--- config.mk ---
export PLATFORM = sky130hd
export DESIGN_NAME = duc_sample_fifo
export DESIGN_NICKNAME = d
export VERILOG_FILES = /design/src/rtl/duc_pkg.sv /design/src/rtl/duc_fifo_ram.sv /design/src/rtl/duc_sample_fifo.sv
export SDC_FILE = /design/constraint.sdc
export NUM_CORES = 2
export LEC_CHECK = 0
export BUFFER_PORTS_ARGS = -buffer_cell sky130_fd_sc_hd__buf_2
export CORE_ASPECT_RATIO = 1.4
export CORE_MARGIN = 3
export CORE_UTILIZATION = 59
export CTS_BUF_LIST = sky130_fd_sc_hd__clkbuf_4 sky130_fd_sc_hd__clkbuf_8
export DETAILED_ROUTE_END_ITERATION = 10
export GPL_ROUTABILITY_DRIVEN = 0
export PLACE_DENSITY_LB_ADDON = 0.25
export SLEW_MARGIN = 20
export SYNTH_ARGS = -nofsm -noshare
export SYNTH_HDL_FRONTEND = slang
export SYNTH_SLANG_ARGS = --single-unit
--- constraint.sdc ---
create_clock -name i_clock -period 6.95 [get_ports i_clock]
set_input_delay 0.3475 -clock i_clock [delete_from_list [all_inputs] [get_ports i_clock]]
set_output_delay 0.3475 -clock i_clock [all_outputs]
set_load 0.03 [all_outputs]
--- src/rtl/duc_pkg.sv ---
// Shared types and constants for the DUC sample FIFO.
package duc_pkg;

    typedef enum logic {
        DUC_FIFO_IDLE,
        DUC_FIFO_RUN
    } duc_fifo_state_t;

    localparam int DUC_UFLOW_CNT_W = 16;

endpackage

--- src/rtl/duc_fifo_ram.sv ---
// Purpose: simple dual-port sample store, DEPTH x DW, holding {I,Q}.
// Latency: write lands on the clock edge; read is combinational from rd_addr.
// Backpressure: none; the caller guarantees no write to an occupied slot.
module duc_fifo_ram #(
    parameter int DW    = 32,
    parameter int DEPTH = 64,
    parameter int AW    = $clog2(DEPTH)
) (
    input  logic          i_clock,
    input  logic          wr_vld,
    input  logic [AW-1:0] wr_addr,
    input  logic [DW-1:0] wr_dat,
    input  logic [AW-1:0] rd_addr,
    output logic [DW-1:0] rd_dat
);

    logic [DW-1:0] mem [DEPTH];

    always_ff @(posedge i_clock) begin
        if (wr_vld) begin
            mem[wr_addr] <= wr_dat;
        end
    end

    assign rd_dat = mem[rd_addr];

endmodule

--- src/rtl/duc_sample_fifo.sv ---
// Purpose: elastic I/Q buffer ahead of the upconverter; primes to START_LEVEL, zero-pads on underflow (DUC_FIFO_UFLOW_CNT_EN adds an underflow counter).
// Latency: first sample reaches the head register one cycle after the level reaches START_LEVEL.
// Backpressure: o_ready drops when the memory is full; the read side never stalls.
module duc_sample_fifo
    import duc_pkg::*;
#(
    parameter int WIDTH       = 16,
    parameter int DEPTH       = 64,
    parameter int START_LEVEL = 32
) (
    input  logic                       i_clock,
    input  logic                       i_reset_n,
    input  logic                       i_flush,
    input  logic [WIDTH-1:0]           i_inph_data,
    input  logic [WIDTH-1:0]           i_quad_data,
    input  logic                       i_valid,
    output logic                       o_ready,
    output logic [WIDTH-1:0]           o_inph_data,
    output logic [WIDTH-1:0]           o_quad_data,
    input  logic                       i_ready,
    output logic [$clog2(DEPTH):0]     o_level,
    output logic                       o_running,
    output logic                       o_underflow,
    input  logic                       i_clear_underflow
`ifdef DUC_FIFO_UFLOW_CNT_EN
    ,
    output logic [DUC_UFLOW_CNT_W-1:0] o_underflow_count
`endif
);

    localparam int AW = $clog2(DEPTH);
    localparam int LW = AW + 1;

    duc_fifo_state_t  state, state_nxt;
    logic [AW-1:0]    wr_ptr, rd_ptr;
    logic [LW-1:0]    level;
    logic [WIDTH-1:0] head_i, head_q;
    logic [2*WIDTH-1:0] rd_dat;
    logic             push, pop, uflow_evt, uflow_set, load_zero;

    assign o_ready   = i_reset_n && (level != LW'(DEPTH));
    assign push      = i_valid && o_ready;
    assign uflow_set = uflow_evt && !i_flush;

    duc_fifo_ram #(
        .DW    (2*WIDTH),
        .DEPTH (DEPTH)
    ) u_ram (
        .i_clock (i_clock),
        .wr_vld  (push && !i_flush),
        .wr_addr (wr_ptr),
        .wr_dat  ({i_inph_data, i_quad_data}),
        .rd_addr (rd_ptr),
        .rd_dat  (rd_dat)
    );

    always_ff @(posedge i_clock) begin
        if (!i_reset_n || i_flush) begin
            state <= DUC_FIFO_IDLE;
        end else begin
            state <= state_nxt;
        end
    end

    // Pops use the registered level only: a same-cycle push cannot rescue an empty read.
    always_comb begin
        state_nxt = state;
        pop       = 1'b0;
        uflow_evt = 1'b0;
        load_zero = 1'b0;
        case (state)
            DUC_FIFO_IDLE: begin
                if (level >= LW'(START_LEVEL)) begin
                    pop       = 1'b1;
                    state_nxt = DUC_FIFO_RUN;
                end
            end
            DUC_FIFO_RUN: begin
                if (i_ready) begin
                    if (level != '0) begin
                        pop = 1'b1;
                    end else begin
                        uflow_evt = 1'b1;
                        load_zero = 1'b1;
                        state_nxt = DUC_FIFO_IDLE;
                    end
                end
            end
        endcase
    end

    always_ff @(posedge i_clock) begin
        if (!i_reset_n || i_flush) begin
            wr_ptr <= '0;
            rd_ptr <= '0;
            level  <= '0;
            head_i <= '0;
            head_q <= '0;
        end else begin
            if (push) begin
                wr_ptr <= wr_ptr + AW'(1);
            end
            if (pop) begin
                rd_ptr           <= rd_ptr + AW'(1);
                {head_i, head_q} <= rd_dat;
            end else if (load_zero) begin
                head_i <= '0;
                head_q <= '0;
            end
            case ({push, pop})
                2'b10:   level <= level + LW'(1);
                2'b01:   level <= level - LW'(1);
                default: level <= level;
            endcase
        end
    end

    // A set in the same cycle as a clear wins.
    always_ff @(posedge i_clock) begin
        if (!i_reset_n) begin
            o_underflow <= 1'b0;
        end else if (uflow_set) begin
            o_underflow <= 1'b1;
        end else if (i_clear_underflow) begin
            o_underflow <= 1'b0;
        end
    end

`ifdef DUC_FIFO_UFLOW_CNT_EN
    logic [DUC_UFLOW_CNT_W-1:0] uflow_cnt;

    always_ff @(posedge i_clock) begin
        if (!i_reset_n) begin
            uflow_cnt <= '0;
        end else if (i_clear_underflow) begin
            uflow_cnt <= DUC_UFLOW_CNT_W'(uflow_set);
        end else if (uflow_set && (uflow_cnt != '1)) begin
            uflow_cnt <= uflow_cnt + DUC_UFLOW_CNT_W'(1);
        end
    end

    assign o_underflow_count = uflow_cnt;
`endif

    assign o_inph_data = head_i;
    assign o_quad_data = head_q;
    assign o_level     = level;
    assign o_running   = (state == DUC_FIFO_RUN);

endmodule

Yosys cells after proc, flatten, opt, wreduce, memory -nomap -nowiden
Memories as Yosys holds them, arrays and structs flattened. A register that Yosys moved wholly into a read port is not among the register bits.
Cells that the tools add are included.
{"block": "word_totals", "input_bits": 38, "wordCells": 47, "ramBits": 2048, "mem_count": 1, "out_inout_bits": 42, "reg_bits": 53}
{"block": "classes", "n_eq_ne": 3, "n_addsub": 4, "reduce_logical": 11, "n_mux": 19, "bitwise_logic": 1, "magnitude_cmp": 1}
{"memory": "u_ram.mem", "depth": 64, "word_bits": 32, "read_ports": 1, "rd_ports_with_merged_regs": 1, "wr": 1, "line": "duc_fifo_ram.sv:17", "rtl": "logic [DW-1:0] mem [DEPTH];"}
{"operator": "2-to-1 mux 16 bit", "n": 3}
{"operator": "one-hot mux 7 bit (2 select lines)", "n": 1}
{"operator": "adder 6 x 1 -> 6 bit (second input constant)", "n": 2}
{"operator": "2-to-1 mux 6 bit", "n": 2}
{"operator": "2-to-1 mux 1 bit", "n": 11}
{"operator": "adder 7 x 1 -> 7 bit (second input constant)", "n": 1}
{"operator": "greater-or-equal comparator 7 x 6 -> 1 bit (second input constant)", "n": 1}
{"operator": "!= test 7 bit (second input constant)", "n": 1}
{"operator": "nonzero test 7 bit", "n": 1}
{"operator": "subtractor 7 x 1 -> 7 bit (second input constant)", "n": 1}
{"operator": "nonzero test 2 bit", "n": 3}
{"operator": "logical AND 1 bit", "n": 4}
{"operator": "one-hot mux 1 bit (2 select lines)", "n": 2}
{"operator": "equality test 2 x 1 -> 1 bit (second input constant)", "n": 1}
{"operator": "equality test 2 bit (second input constant)", "n": 1}
{"operator": "logical NOT 1 bit", "n": 2}
{"operator": "logical OR 1 bit", "n": 1}
{"operator": "NOT 1 bit", "n": 1}

Depth between registers and ports, before layout
{"block": "depth", "word_depth": 6, "ltp_mapped": 13, "ltp_nobuf": 12}

Hierarchy
Synthesis repeated with hierarchy kept, for this count alone.
{"block": "unflattened", "cells_unflattened": 3581, "hier_area_um2": 80245.7}
{"module": "duc_fifo_ram", "seq_area_each_um2": 61499.0, "cells_each": 3292, "area_per_inst_um2": 77874.7, "instances": 1}
{"module": "duc_sample_fifo", "seq_area_each_um2": 1061.0, "cells_each": 289, "area_per_inst_um2": 2371.0, "instances": 1}

Worst setup path after synthesis
No wires, ideal clock.
{"block": "synth_timing", "kind": "flip-flop to flip-flop", "startpoint": "register level[0] (netlist: o_level[0])", "endpoint": "register level[6] (netlist: o_level[6])", "arrival_time_ns": 3.440, "stages_incl_launch_ff": 13, "required_time_ns": 6.879, "setup_time_ns": 0.071, "slack_ns": 3.439, "path_cell_list": "dfxtp_1 > or4_4 > o211ai_4 > inv_2 > buf_2 > ha_1 > ha_1 > nor2b_1 > o21ai_0 > a21boi_0 > or4_1 > a31o_2 > a21oi_1"}
{"block": "synth_via", "elab_chain_len": 6, "word_cells_on_any_way": 15}
{"item": "start: declaration", "line": "duc_sample_fifo.sv:36", "rtl": "logic [LW-1:0] level;"}
{"item": "start signal: assignment", "line": "duc_sample_fifo.sv:111", "rtl": "2'b10: level <= level + LW'(1);"}
{"item": "start signal: assignment", "line": "duc_sample_fifo.sv:112", "rtl": "2'b01: level <= level - LW'(1);"}
{"item": "start signal: assignment", "line": "duc_sample_fifo.sv:113", "rtl": "default: level <= level;"}
{"item": "branches (longest 6 deep; another with greater-or-equal comparator 7 x 6 -> 1 bit)"}
Parallel ways; which one is timed is not known.
A chain may end at the register's enable or synchronous reset.

Final worst setup path
Ends and elaborated chain as after synthesis.

==> qor.log <==
INFO  outcome        outcome=completed
INFO  hold_path      hold_path_class=primary input to flip-flop
INFO  global_route   grt_pass1_wl=311mm
INFO  synth          synth_top_cells_by_area=sky130_fd_sc_hd__edfxtp_1 (76%), sky130_fd_sc_hd__mux4_2 (13%), sky130_fd_sc_hd__mux2i_1 (1.5%)
INFO  worst_setup_path worstPathBufferInverterCount=1
INFO  power_and_ir_drop sequentialPowerShare=0.583
INFO  power_and_ir_drop power.net_switching=4.74mW
INFO  route          initial_drc_count=6057
INFO  clocking       postCtsSetupBuffers=0
INFO  synth          number_of_flops_mapped_to_enable_cells_by_yosys=2048
INFO  power_and_ir_drop cell_internal_pwr=19.2mW
INFO  floorplan      start_util=0.595
INFO  floorplan      dieArea=142000µm²
INFO  timing         worst_pin_slew=1230ps
INFO  worst_setup_path crit_family=simple AND/OR/NAND/NOR gates
INFO  synth          ffs_latches_synth=2107
INFO  hold_path      holdCritStartpoint=i_quad_data[3]
INFO  placement      number_of_buffers_inserted_by_port_buffering=79
INFO  timing         unrepaired_setup_endpoints_after_global_routing=no
INFO  synth          synth_warnings=0
INFO  clocking       cts.sinks=2107
INFO  power_and_ir_drop power.clock.fraction=0.405
INFO  synth          seq_area_frac_synth=0.774
INFO  layout         drive_gt1_frac=0.295
INFO  worst_setup_path critPathMostFrequentCell=sky130_fd_sc_hd__ha_1
INFO  power_and_ir_drop vdd.ir_drop.worst=172µV
INFO  global_route   grt_antenna_before_repair=13
INFO  timing         whs=71.6ps
INFO  worst_setup_path worst_r2r_startpoint=o_level[0]$_SDFFE_PP0P_
INFO  synth          mappedNetlistNets=3758
INFO  timing         final.min_clock_period=4100ps
INFO  synth          syn-instance-count=3711
INFO  global_route   grt_start_max_net_pins=102
INFO  flow_run       max_cap_violations=0
INFO  floorplan      die_height=444µm
INFO  global_route   grt_most_used_layer=met2
INFO  clocking       worst_skew_pair.late_latency=1030ps
INFO  clocking       worst_path_clk_slew=60ps
INFO  timing         hold_viol_final=0
INFO  synth          cell_area_after_synthesis=81000µm²
INFO  route          postRouteWirelength=220mm
INFO  timing         maxClockFrequency=244MHz
INFO  layout         syn_to_final_growth=11.4%
INFO  clocking       cts_root_buffer=sky130_fd_sc_hd__clkbuf_8
INFO  clocking       max-clock-path-buffers=4
INFO  power_and_ir_drop comb_power_share=0.012
INFO  floorplan      io-pin-count=80
INFO  power_and_ir_drop netSwitchingFraction=0.198
INFO  power_and_ir_drop power.static_leakage=27.5nW
INFO  worst_setup_path timing.critical_path.fanout_max=23
INFO  global_route   track_usage=0.315
INFO  global_route   met2_track_demand_over_resource_in_global_routing=0.510
INFO  route          via_count=41787
INFO  clocking       cts-buffers-inserted=308
INFO  worst_setup_path setup.worst_path.start=o_level[0]$_SDFFE_PP0P_
INFO  worst_setup_path endpoint_kind=flip-flop
INFO  synth          ys_dominant_reg_cell=sky130_fd_sc_hd__edfxtp_1
INFO  layout         layout.cells.most_common_list=sky130_fd_sc_hd__edfxtp_1 (2048), sky130_fd_sc_hd__mux4_2 (473), sky130_fd_sc_hd__clkbuf_8 (324)
INFO  worst_setup_path critical_path.slowest_cell=sky130_fd_sc_hd__or4_4
INFO  global_route   grt_use_met1=0.405
INFO  placement      dp_hpwl=122mm
INFO  clocking       htreeDepth=5
INFO  synth          synth_cell_type_count=79
INFO  route          vias_per_cell=6.88
INFO  global_route   global_route.usage.met3=0.0734
INFO  global_route   first_global_vias=41879
INFO  timing         finalSetupViolCount=0
INFO  worst_setup_path critical_path.cell_chain=or4_4 -> o211ai_4 -> inv_2 -> ha_1 -> ha_1 -> nor2b_1 -> o21ai_0 -> a21boi_0 -> or4_1 -> a31o_2 -> a21oi_1
INFO  timing         fin_worst_skew=51.7ps
INFO  timing         drv_slew=0
INFO  timing         tns=0ps
INFO  worst_setup_path timing.critical_path.slowest_cell_delay=610ps
INFO  floorplan      dieWidth=319µm
INFO  synth          netlist.area_leader.share=0.759
INFO  worst_setup_path worstSetupStartpointType=flip-flop
INFO  layout         most_common_cell_after_layout_fill_and_taps_aside=sky130_fd_sc_hd__edfxtp_1
INFO  route          routedWlPerCell=36.2µm
INFO  global_route   grt.overflow.total=0
INFO  synth          asyncSetResetFlopFracSynth=0
INFO  floorplan      core.rowCount=160
INFO  synth          syn-mean-instance-area=21.8µm²
INFO  layout         num-fill-cells=8657
INFO  timing         post-route-period-util=0.590
INFO  layout         layout.nets=4117
INFO  power_and_ir_drop power_density=265nW/µm²
INFO  route          drc=0
INFO  route          number_of_search_and_repair_iterations_in_the_first_detailed_routing_pass=6
INFO  clocking       cts_tree=yes
INFO  synth          netlist.top_cell.by_area=sky130_fd_sc_hd__edfxtp_1
INFO  worst_setup_path worstPathRequired=7860ps
INFO  worst_setup_path worst-setup-path-type=flip-flop to flip-flop
INFO  timing         slew_hr=0.172
INFO  worst_setup_path crit_arrival=5020ps
INFO  floorplan      core_area=136000µm²
INFO  route          detail-route-antenna-nets=0
[registers in the layout (all words and copies together) (netlist names), named ones only]
register,count
o_level,7
wr_ptr,6
o_quad_data,16
o_inph_data,16
u_ram.mem,2048
o_underflow,1
rd_ptr,6
o_running,1
[stage by stage]
step                instance area, µm²  cells  utilization  power, mW  setup WS, ps
floorplan                        81000   3711            -       14.2          3440
detailed placement               84000   5512        0.617       14.5          2940
global placement                 83900   5511        0.617       14.5          2740
finish                           90200   6074        0.663       23.9          2850
global route                     90200   6070        0.663       24.6          2730
CTS                              90000   6052        0.661       24.0          2910
[logic make-up after synthesis]
| group | Yosys count | share of synthesized area |
|---|---|---|
| flip-flops | 2107 | 0.774 |
| AND/OR/NAND/NOR | 437 | 0.0257 |
| buffers and inverters | 205 | 0.0167 |
| adder cells (fa/ha/maj) | 9 | 0.00148 |
| multiplexers | 626 | 0.154 |
| AO/OA/AOI/OAI | 318 | 0.0273 |
| XOR/XNOR | 9 | 0.000973 |
[power by group through the flow]
stage / combinational, mW / sequential [mW] / clock, mW
global route: 0.299 / 13.9 / 10.4
CTS: 0.268 / 13.9 / 9.80
floorplan: 0.0286 / 14.2 / 0
finish: 0.284 / 13.9 / 9.70
global placement: 0.250 / 14.2 / 0
detailed placement: 0.264 / 14.2 / 0
[cell type report]
type | instances | area [µm²] | area share
sequential | 2107 | 62700 | 0.695
multi-input combinational | 1399 | 17500 | 0.194
clock buffer | 424 | 5210 | 0.0577
tap | 1782 | 2230 | 0.0247
timing repair buffer | 241 | 1830 | 0.0203
clock inverter | 103 | 703 | 0.00779
inverter | 13 | 48.8 | 0.000541
antenna | 5 | 12.5 | 0.000139
[metal layers]
metal  routed length, µm  vias up  part of all wire
li1                    -    16413                 -
met1               74700    21903              0.34
met2              109000     2894              0.49
met3               23100      573              0.11
met4               13300        4             0.061
met5                  25        -           0.00011
[synthesized netlist by cell type (42+ instances only)]
library cell               number
sky130_fd_sc_hd__mux4_2       473
sky130_fd_sc_hd__nand3_1       42
sky130_fd_sc_hd__o22ai_1       51
sky130_fd_sc_hd__nand2_1      121
sky130_fd_sc_hd__edfxtp_1    2048
sky130_fd_sc_hd__buf_2         71
sky130_fd_sc_hd__a21oi_1       56
sky130_fd_sc_hd__buf_4         44
sky130_fd_sc_hd__mux2i_1      121
sky130_fd_sc_hd__nor2_1       125
sky130_fd_sc_hd__a22oi_1       60
sky130_fd_sc_hd__dfxtp_1       59
[path summary, 6_finish.rpt]
| check | endpoint | slack (ps) | cells after the start |
|---|---|---|---|
| worst min register to register | rd_ptr[5]$_SDFFE_PP0N_ | 500 | 2 |
| worst max register to register | o_level[6]$_SDFFE_PP0P_ | 2850 | 11 |
| worst max-delay path | o_level[6]$_SDFFE_PP0P_ | 2850 | 11 |
| worst min-delay path | u_ram.mem[54][3]$_DFFE_PP_ | 70 | 2 |
[worst register-to-register path, stage by stage (launching register included)]
cell	delay, ps
sky130_fd_sc_hd__dfxtp_1	360
sky130_fd_sc_hd__or4_4	610
sky130_fd_sc_hd__o211ai_4	480
sky130_fd_sc_hd__inv_2	410
sky130_fd_sc_hd__ha_1	430
sky130_fd_sc_hd__ha_1	350
sky130_fd_sc_hd__nor2b_1	160
sky130_fd_sc_hd__o21ai_0	190
sky130_fd_sc_hd__a21boi_0	160
sky130_fd_sc_hd__or4_1	520
sky130_fd_sc_hd__a31o_2	250
sky130_fd_sc_hd__a21oi_1	120
[timing repair]
item,in CTS,in global routing
hold endpoints to repair,247,1088
hold buffers,13,17
resized for setup,0,0
No activity file was read; power rests on OpenSTA's default activity.
